## src/rtl/clock_dp_pkg.sv

```systemverilog
// Shared definitions for the digital clock datapath: ALU op codes,
// time/date register map and controller state encoding.
package clock_dp_pkg;

    localparam logic [1:0] ALU_ADD = 2'b00;
    localparam logic [1:0] ALU_SUB = 2'b01;
    localparam logic [1:0] ALU_AND = 2'b10;
    localparam logic [1:0] ALU_OR  = 2'b11;

    localparam logic [3:0] R_SEC   = 4'd0;
    localparam logic [3:0] R_MIN   = 4'd1;
    localparam logic [3:0] R_HOUR  = 4'd2;
    localparam logic [3:0] R_DAY   = 4'd3;
    localparam logic [3:0] R_MON   = 4'd4;
    localparam logic [3:0] R_YEAR  = 4'd5;
    localparam logic [3:0] R_AMIN  = 4'd6;
    localparam logic [3:0] R_AHOUR = 4'd7;

    typedef enum logic {
        INIT,
        RUN
    } state_t;

endpackage

```

## src/rtl/dp_alu.sv

```systemverilog
// Combinational W-bit ALU: add, add-with-inverted-B (subtract), and, or.
module dp_alu
    import clock_dp_pkg::*;
#(
    parameter int W = 6
) (
    input  logic [W-1:0] a,
    input  logic [W-1:0] b,
    input  logic [1:0]   s,
    input  logic         cin,
    output logic [W-1:0] y,
    output logic         co
);

    logic [W:0] sum;

    // Select the operation; the extra top bit of sum is the carry out.
    always_comb begin
        sum = '0;
        case (s)
            ALU_ADD: sum = {1'b0, a} + {1'b0, b} + {{W{1'b0}}, cin};
            ALU_SUB: sum = {1'b0, a} + {1'b0, ~b} + {{W{1'b0}}, cin};
            ALU_AND: sum = {1'b0, a & b};
            default: sum = {1'b0, a | b};
        endcase
        y  = sum[W-1:0];
        co = sum[W];
    end

endmodule

```

## src/rtl/clock_datapath.sv

```systemverilog
// Datapath responder for the digital clock controllers: bus, A/B operands,
// time/date register file, ALU flags, alarm match and the update tick.
module clock_datapath
    import clock_dp_pkg::*;
#(
    parameter int W    = 6,
    parameter int DIV  = 1000,
    parameter int NREG = 16
) (
    input  logic         clk,
    input  logic         rst_n,
    input  logic         cw_valid,
    output logic         cw_ready,
    input  logic         la,
    input  logic         lb,
    input  logic         lr,
    input  logic         er,
    input  logic         ea,
    input  logic         ealu,
    input  logic         kc,
    input  logic [1:0]   s,
    input  logic         cin,
    input  logic [3:0]   t,
    input  logic         clr,
    output logic [W-1:0] databus,
    output logic [W-1:0] a_q,
    output logic [W-1:0] b_q,
    output logic         az,
    output logic         c7,
    output logic         match,
    output logic         u_req,
    input  logic         u_ack,
    output logic         u_miss,
    output logic         bus_err
);

    localparam int CW = (DIV > 1) ? $clog2(DIV) : 1;
    localparam int IW = $clog2(NREG);

    state_t         state, state_d;
    logic [IW-1:0]  idx, idx_d;
    logic [W-1:0]   rf [NREG];
    logic           accept;
    logic [2:0]     n_drv;
    logic [W-1:0]   bus_d;
    logic [W-1:0]   alu_y;
    logic           alu_co;
    logic [CW-1:0]  cnt;
    logic           wrap;

    assign cw_ready = (state == RUN);
    assign accept   = cw_valid & cw_ready;
    assign n_drv    = 3'(er) + 3'(ea) + 3'(ealu) + 3'(kc);
    assign wrap     = (cnt == CW'(DIV - 1));
    assign databus  = bus_d;

    dp_alu #(.W(W)) u_alu (
        .a   (a_q),
        .b   (b_q),
        .s   (s),
        .cin (cin),
        .y   (alu_y),
        .co  (alu_co)
    );

    // Bus driver selection with fixed priority er > ea > ealu > kc.
    always_comb begin
        bus_d = '0;
        if (accept) begin
            if (er)        bus_d = rf[t];
            else if (ea)   bus_d = a_q;
            else if (ealu) bus_d = alu_y;
            else if (kc)   bus_d = W'(t);
        end
    end

    // Next state: INIT walks idx across the register file, clr restarts it.
    always_comb begin
        state_d = state;
        idx_d   = idx;
        case (state)
            INIT: begin
                if (clr) begin
                    idx_d = '0;
                end else if (idx == IW'(NREG - 1)) begin
                    state_d = RUN;
                    idx_d   = '0;
                end else begin
                    idx_d = idx + 1'b1;
                end
            end
            RUN: begin
                if (clr) begin
                    state_d = INIT;
                    idx_d   = '0;
                end
            end
            default: begin
                state_d = INIT;
                idx_d   = '0;
            end
        endcase
    end

    // Controller state register.
    always_ff @(posedge clk or negedge rst_n) begin
        if (!rst_n) begin
            state <= INIT;
            idx   <= '0;
        end else begin
            state <= state_d;
            idx   <= idx_d;
        end
    end

    // Register file: not reset, cleared by the INIT walk, loaded from the bus.
    always_ff @(posedge clk) begin
        if (state == INIT)
            rf[idx] <= '0;
        else if (accept && lr)
            rf[t] <= bus_d;
    end

    // Operand registers, ALU flags, bus conflict pulse and alarm compare.
    always_ff @(posedge clk or negedge rst_n) begin
        if (!rst_n) begin
            a_q     <= '0;
            b_q     <= '0;
            az      <= 1'b0;
            c7      <= 1'b0;
            bus_err <= 1'b0;
            match   <= 1'b0;
        end else begin
            if (accept && la) a_q <= bus_d;
            if (accept && lb) b_q <= bus_d;
            if (accept && ealu) begin
                az <= (alu_y == '0);
                c7 <= alu_co;
            end
            bus_err <= accept && (n_drv > 3'd1);
            match   <= (rf[R_MIN] == rf[R_AMIN]) && (rf[R_HOUR] == rf[R_AHOUR]);
        end
    end

    // Update tick: a wrap always (re)asserts u_req and wins over an ack.
    always_ff @(posedge clk or negedge rst_n) begin
        if (!rst_n) begin
            cnt    <= '0;
            u_req  <= 1'b0;
            u_miss <= 1'b0;
        end else begin
            cnt    <= wrap ? '0 : cnt + 1'b1;
            u_miss <= wrap && u_req && !u_ack;
            if (wrap)
                u_req <= 1'b1;
            else if (u_ack && u_req)
                u_req <= 1'b0;
        end
    end

endmodule

```

## config.mk

```make
export PLATFORM = sky130hd
export DESIGN_NAME = clock_datapath
export DESIGN_NICKNAME = d
export VERILOG_FILES = /design/src/rtl/clock_dp_pkg.sv /design/src/rtl/dp_alu.sv /design/src/rtl/clock_datapath.sv
export SDC_FILE = /design/constraint.sdc
export NUM_CORES = 1
export LEC_CHECK = 0
export ABC_AREA = 0
export CELL_PAD_IN_SITES_DETAIL_PLACEMENT = 1
export CELL_PAD_IN_SITES_GLOBAL_PLACEMENT = 2
export CORE_MARGIN = 2
export CORE_UTILIZATION = 35
export DETAILED_ROUTE_END_ITERATION = 8
export PLACE_DENSITY_LB_ADDON = 0.1
export SYNTH_ARGS = -nofsm -noshare
export SYNTH_HDL_FRONTEND = slang
export SYNTH_HIERARCHICAL = 1
export SYNTH_SLANG_ARGS = --single-unit
```

## constraint.sdc

```tcl
create_clock -name clk -period 4.5 [get_ports clk]
set_clock_uncertainty 0.1 [all_clocks]
set_input_delay 0.9 -clock clk [delete_from_list [all_inputs] [get_ports clk]]
set_output_delay 0.9 -clock clk [all_outputs]
set_load 0.1 [all_outputs]
```

* Yosys cells after proc, flatten, opt, wreduce, memory -nomap -nowiden *
Memories as Yosys holds them, arrays and structs flattened.
Index checks and enable logic that the tools add are counted.

word-level totals
  register bits after elaboration = 33
  bits in writable memories = 96
  input bits = 19
  output and inout bits = 25
  word-level logic and storage cells = 72
  memories kept = 1

operators by class
  add/sub/neg operators = 9
  $lt $le $gt $ge = 1
  eq/ne operators = 7
  multiplexer cells = 24
  bitwise logic cells = 5
  reduce and logical (&&, ||, !) cells = 14

memory list
  name  depth  bits a word  read ports  clocked after memory_dff  write ports  line                  text
  rf    16     6            5           0                         1            clock_datapath.sv:42  logic [W-1:0] rf [NREG];

operators with widths
  operator                 number
  $mux W6                  5
  $pmux W7 S3              1
  $mux W4                  5
  $add A6 B6 Y7            2
  $add A7 B1 Y7            2
  $eq A6 B6 Y1             2
  $add A10 B1 Y10 const B  1
  $eq A10 B10 Y1 const B   1
  $mux W1                  10
  $mux W10                 1
  $logic_and A1 B1 Y1      9
  $pmux W4 S2              1
  $and A6 B6 Y6            1
  $logic_not A6 Y1         1
  $not A6 Y6               1
  $or A6 B6 Y6             1
  $reduce_or A6 Y1         1
  $add A4 B1 Y4 const B    1
  $eq A4 B4 Y1 const B     1
  $add A2 B1 Y3            1
  $add A3 B1 Y3            1
  $gt A3 B1 Y1 const B     1
  $add A1 B1 Y2            1
  $eq A2 B1 Y1 const B     1
  other kinds (8)          8

* Depth between registers and ports, before layout *
  word-level depth = 9
  mapped depth = 14
  depth with buffers taken out = 14

* Modules after synthesis *
Netlist, hierarchy kept.

by module, submodules not included
  module          instances  cells each  area each (µm²)  seq. area each (µm²)
  clock_datapath  1          413         5,823.1          3,708.6
  dp_alu          1          96          716.9            0.0

* Worst setup path before layout *
No wires, ideal clock.

  path type = reg2out
  from = register a_q[0]
  to = output port databus[2]
  arrival time = 5.675 ns
  required time = 3.500 ns
  path slack = -2.175 ns
  cell stages (with the launch flop) = 11
  buffers on the path = 0
  cells stage by stage = dfrtp_1 inv_1 fa_1 fa_1 mux2i_1 xor2_1 o21ai_0 nand2_1 o211ai_1 o21ai_2 nor4_1

on the way
  cells in the longest elaborated chain, start to end = 7
  elaborated cells on any way between the ends = 9
  those cells by class = add/sub (4); mux (5)

RTL lines
  what                                     line                        text
  start, declared                          clock_datapath.sv:26        output logic [W-1:0] a_q,
  start signal, assigned                   clock_datapath.sv:134       if (accept && la) a_q <= bus_d;
  $add A6 B6 Y7, on equally long branches  dp_alu.sv:22, dp_alu.sv:21
  $add A7 B1 Y7, on equally long branches  dp_alu.sv:22, dp_alu.sv:21
  $pmux W7 S3 *                            dp_alu.sv:20                case (s)
  net alu_y[2]                             clock_datapath.sv:46        logic [W-1:0] alu_y;
  $mux W6 *                                clock_datapath.sv:72        else if (ealu) bus_d = alu_y;
  $mux W6 *                                clock_datapath.sv:71        else if (ea) bus_d = a_q;
  $mux W6 *                                clock_datapath.sv:70        if (er) bus_d = rf[t];
  $mux W6 *                                clock_datapath.sv:69        if (accept) begin
  end, declared                            clock_datapath.sv:25        output logic [W-1:0] databus,

Mark *: on every way through the listed nets, which the timed path passes. The rest lies on a longest branch.

* Final worst setup path *
  from = input port cin
  to = output port databus[4]

on the way
  cells in the longest elaborated chain, start to end = 6
  elaborated cells on any way between the ends = 7
  those cells by class = add/sub (2); mux (5)

RTL lines
  what                                     line                        text
  start, declared                          clock_datapath.sv:22        input logic cin,
  $add A7 B1 Y7, on equally long branches  dp_alu.sv:22, dp_alu.sv:21
  $pmux W7 S3 *                            dp_alu.sv:20
  net alu_y[4]                             clock_datapath.sv:46
  $mux W6 *                                clock_datapath.sv:72
  $mux W6 *                                clock_datapath.sv:71
  $mux W6 *                                clock_datapath.sv:70
  $mux W6 *                                clock_datapath.sv:69

Marks and branches as above.

==> reports/qor.yml <==
floorplan:
  io_pins: 44
  dieArea_sq_um: 19800
  start_util_pct: 36.04
  die-height_um: 140.7
  rows: 49
  fp.dieW_um: 140.7
  core_area_sq_um: 18150
global_routing:
  grt.met2_usage_pct: 30.35
  grt_usage_pct: 19.54
  busiest_layer: "met2"
  grt_pass1_vias: 4655
  grt_first_pass_wirelength_mm: 28.88
  use_met3_pct: 4.144
  antenna_found_initial: 0
  use_met1_pct: 27.16
  grt-ovfl-total: 0
  grt_max_degree: 34
setup_path:
  critPathMaxFanout: 2
  crit_chain: "buf_2 > inv_2 > fa_2 > fa_2 > o21ba_4 > o21bai_4 > mux2i_2 > xnor2_1 > o21ai_2 > nand2_1 > nor2_1 > a211oi_2 > a31o_2 > nor2_4 > buf_12"
  crit_top_cell: "fa_2"
  crit_path_end_kind: "output pin"
  cp.required_ns: 3.50
  critPathKind: "input pin to output pin"
  cp_slowest_cell: "fa_2"
  arrival_ns: 3.44
  max_stage_delay_ns: 0.37
  startpoint_type: "input pin"
job:
  cap_violations: 0
synth:
  ys_ff_latch: 129
  synth_edf_count: 96
  syn_area_per_cell_sq_um: 12.85
  seq_area_frac_synth_pct: 56.71
  synthFlopType: "edfxtp_1"
  synth_area_sq_um: 6540
  synth_warnings: 6
  synth.most_common_cell: "edfxtp_1"
  synth-async-reset-ratio_pct: 25.58
  synth_nets: 552
  synth_largest_area_cell: "edfxtp_1"
  yosys-top-cells-count: "edfxtp_1 (96), nand2_1 (47), nor2_1 (46)"
  ys_types: 71
  synth_area_leaders: "edfxtp_1 (44%), dfrtp_1 (13%), mux2i_1 (4.9%)"
  netlist_instances: 509
  synth_top_area_share_pct: 44.08
clocking:
  cts_tree: "done"
  cts-root-buf: "clkbuf_16"
  path_clk_slew_ns: 0.07
  insertion_delay_ns: 0.43
  htree_num_levels: 4
  numClockSinks: 129
  clock_tree.buffer_depth: 2
  cts_made_buffers: 17
placement:
  hpwl_mm: 12.54
  port_buffers: 43
  postPlaceCellArea_sq_um: 7418
  gp_congestion: 0.8031
  place_ws_ns: -0.4553
sta:
  tightest_slew_ns: 1.162
  slew_violations: 0
  clock.fmax_ghz: 0.2254
  min_period_ns: 4.436
  hold_viol: 0
  fin_crit_sh_pct: 98.58
  slew_headroom_pct: 22.26
  setup_violations: 0
  fin_ws_ns: 0.06395
  worst_hold_slack_ns: 0.3873
  rsz0062_at_grt: "yes"
layout:
  area_growth_pct: 25.77
  drive_above_1_share_pct: 24.67
  insertedDiodeCount: 0
  fillers: 1867
  finalInstanceArea_sq_um: 8225
  final_nets: 638
  multi_input_area_sq_um: 2680
  fin_util_pct: 45.33
  seq_area_sq_um: 3716
power_and_ir_drop:
  max-vdd-ir-drop_mv: 0.2591
  p_leak_uw: 0.003213
  cellPowerDensity_nw_per_um2: 393.8
routing:
  drc_errors: 0
  via_per_inst: 5.329
  wl_per_cell_um: 21.53
  wirelength_mm: 18.02
  ant_nets: 0
  dr.first_iter.drc_count: 231
  drtPass1Iterations: 4
  num_vias: 4460
status:
  status: "finished clean"
worst_hold_path:
  min_path_type: "flop to flop"
metal layers:
| metal | up-vias | part of all wire (%) |
|---|---|---|
| met5 | - | 0 |
| met3 | 27 | 3.6 |
| met4 | 0 | 2.5 |
| li1 | 2072 | - |
| met1 | 2277 | 48 |
| met2 | 84 | 46 |
area by class of cell:
| cell class | count | share of cell area [%] |
|---|---|---|
| Sequential cell | 129 | 45.18 |
| Multi-Input combinational cell | 337 | 32.58 |
| Timing Repair Buffer | 91 | 10.47 |
| Clock buffer | 17 | 5.172 |
| Tap cell | 229 | 3.483 |
| Clock inverter | 15 | 2.251 |
| Inverter | 19 | 0.8671 |
state kept, by name (all words and copies together) (netlist names), 4 cells and up:
signal  count
a_q         6
b_q         6
cnt        10
idx         4
rf         96
kinds of logic (layout without fill, tap and decap cells):
group / after synthesis / in the layout / synth area share (%)
AO/OA/AOI/OAI: 95 / 95 / 10.75
flip-flops: 129 / 129 / 56.71
AND/OR/NAND/NOR: 150 / 150 / 10.91
XOR/XNOR: 22 / 22 / 2.946
multiplexers: 46 / 46 / 9.374
buffers and inverters: 43 / 142 / 4.151
adder cells (fa/ha/maj): 24 / 24 / 5.166
per-stage QoR:
step                setup TNS [ns]  total power [uW]  cells
CTS                              0              3254    835
finish                           0              3239    837
global route               -0.1040              3361    837
global placement            -4.878              1738    784
detailed placement          -6.031              1743    784
floorplan                 -0.03214              1612    509
critical path: cells and delay by family:
kind            cells  cell delay (ns)
buf+inv             3             0.32
fa+ha+maj           2             0.73
compound gates      5             0.90
mux                 1             0.10
xor+xnor            1             0.15
simple gates        3             0.33
placed cells by master (no fill, tap or decap), types with 5 or more instances in the layout:
cell type and n:
clkdlybuf4s50_1 34, o21ai_0 16, xnor2_1 17, nor3_1 5
buf_12 8, dfrtp_2 6, nand4_1 6, nor2b_1 6
dfrtp_1 27, o21ai_2 6, clkbuf_16 17, buf_4 46
ha_1 19, o211ai_1 5, nand2_1 47, mux2i_1 31
o21ai_1 9, a21oi_1 14, xor2_1 5, nand3_1 13
inv_1 17, mux4_2 8, nor2_1 43, inv_8 7
edfxtp_1 96
path summary, 6_finish.rpt:
kind                              from          to  slack, ns  depth (start not counted)
max in group asynchronous        rst_n      a_q[0]       3.22                          1
worst min register to register  cnt[0]      cnt[0]       0.39                          1
worst max-delay path               cin  databus[4]       0.06                         15
worst min-delay path            cnt[0]      cnt[0]       0.39                          1
worst max register to register  a_q[0]          c7       0.31                         27
min in group asynchronous        rst_n          c7       0.48                          1
where the power goes:
group          switching, uW  leakage (uW)  internal [uW]  total [uW]
Sequential              30.6       0.00143           1300        1330
Clock                    628      0.000302            802        1430
Combinational            277       0.00148            202         478
what timing repair did:
item	CTS	global route
hold buffers	0	0
pin swaps	8	5
setup endpoints to repair	5	3
buffers inserted	19	2
resized for setup	11	8
Power figures use the tool's default switching activity.
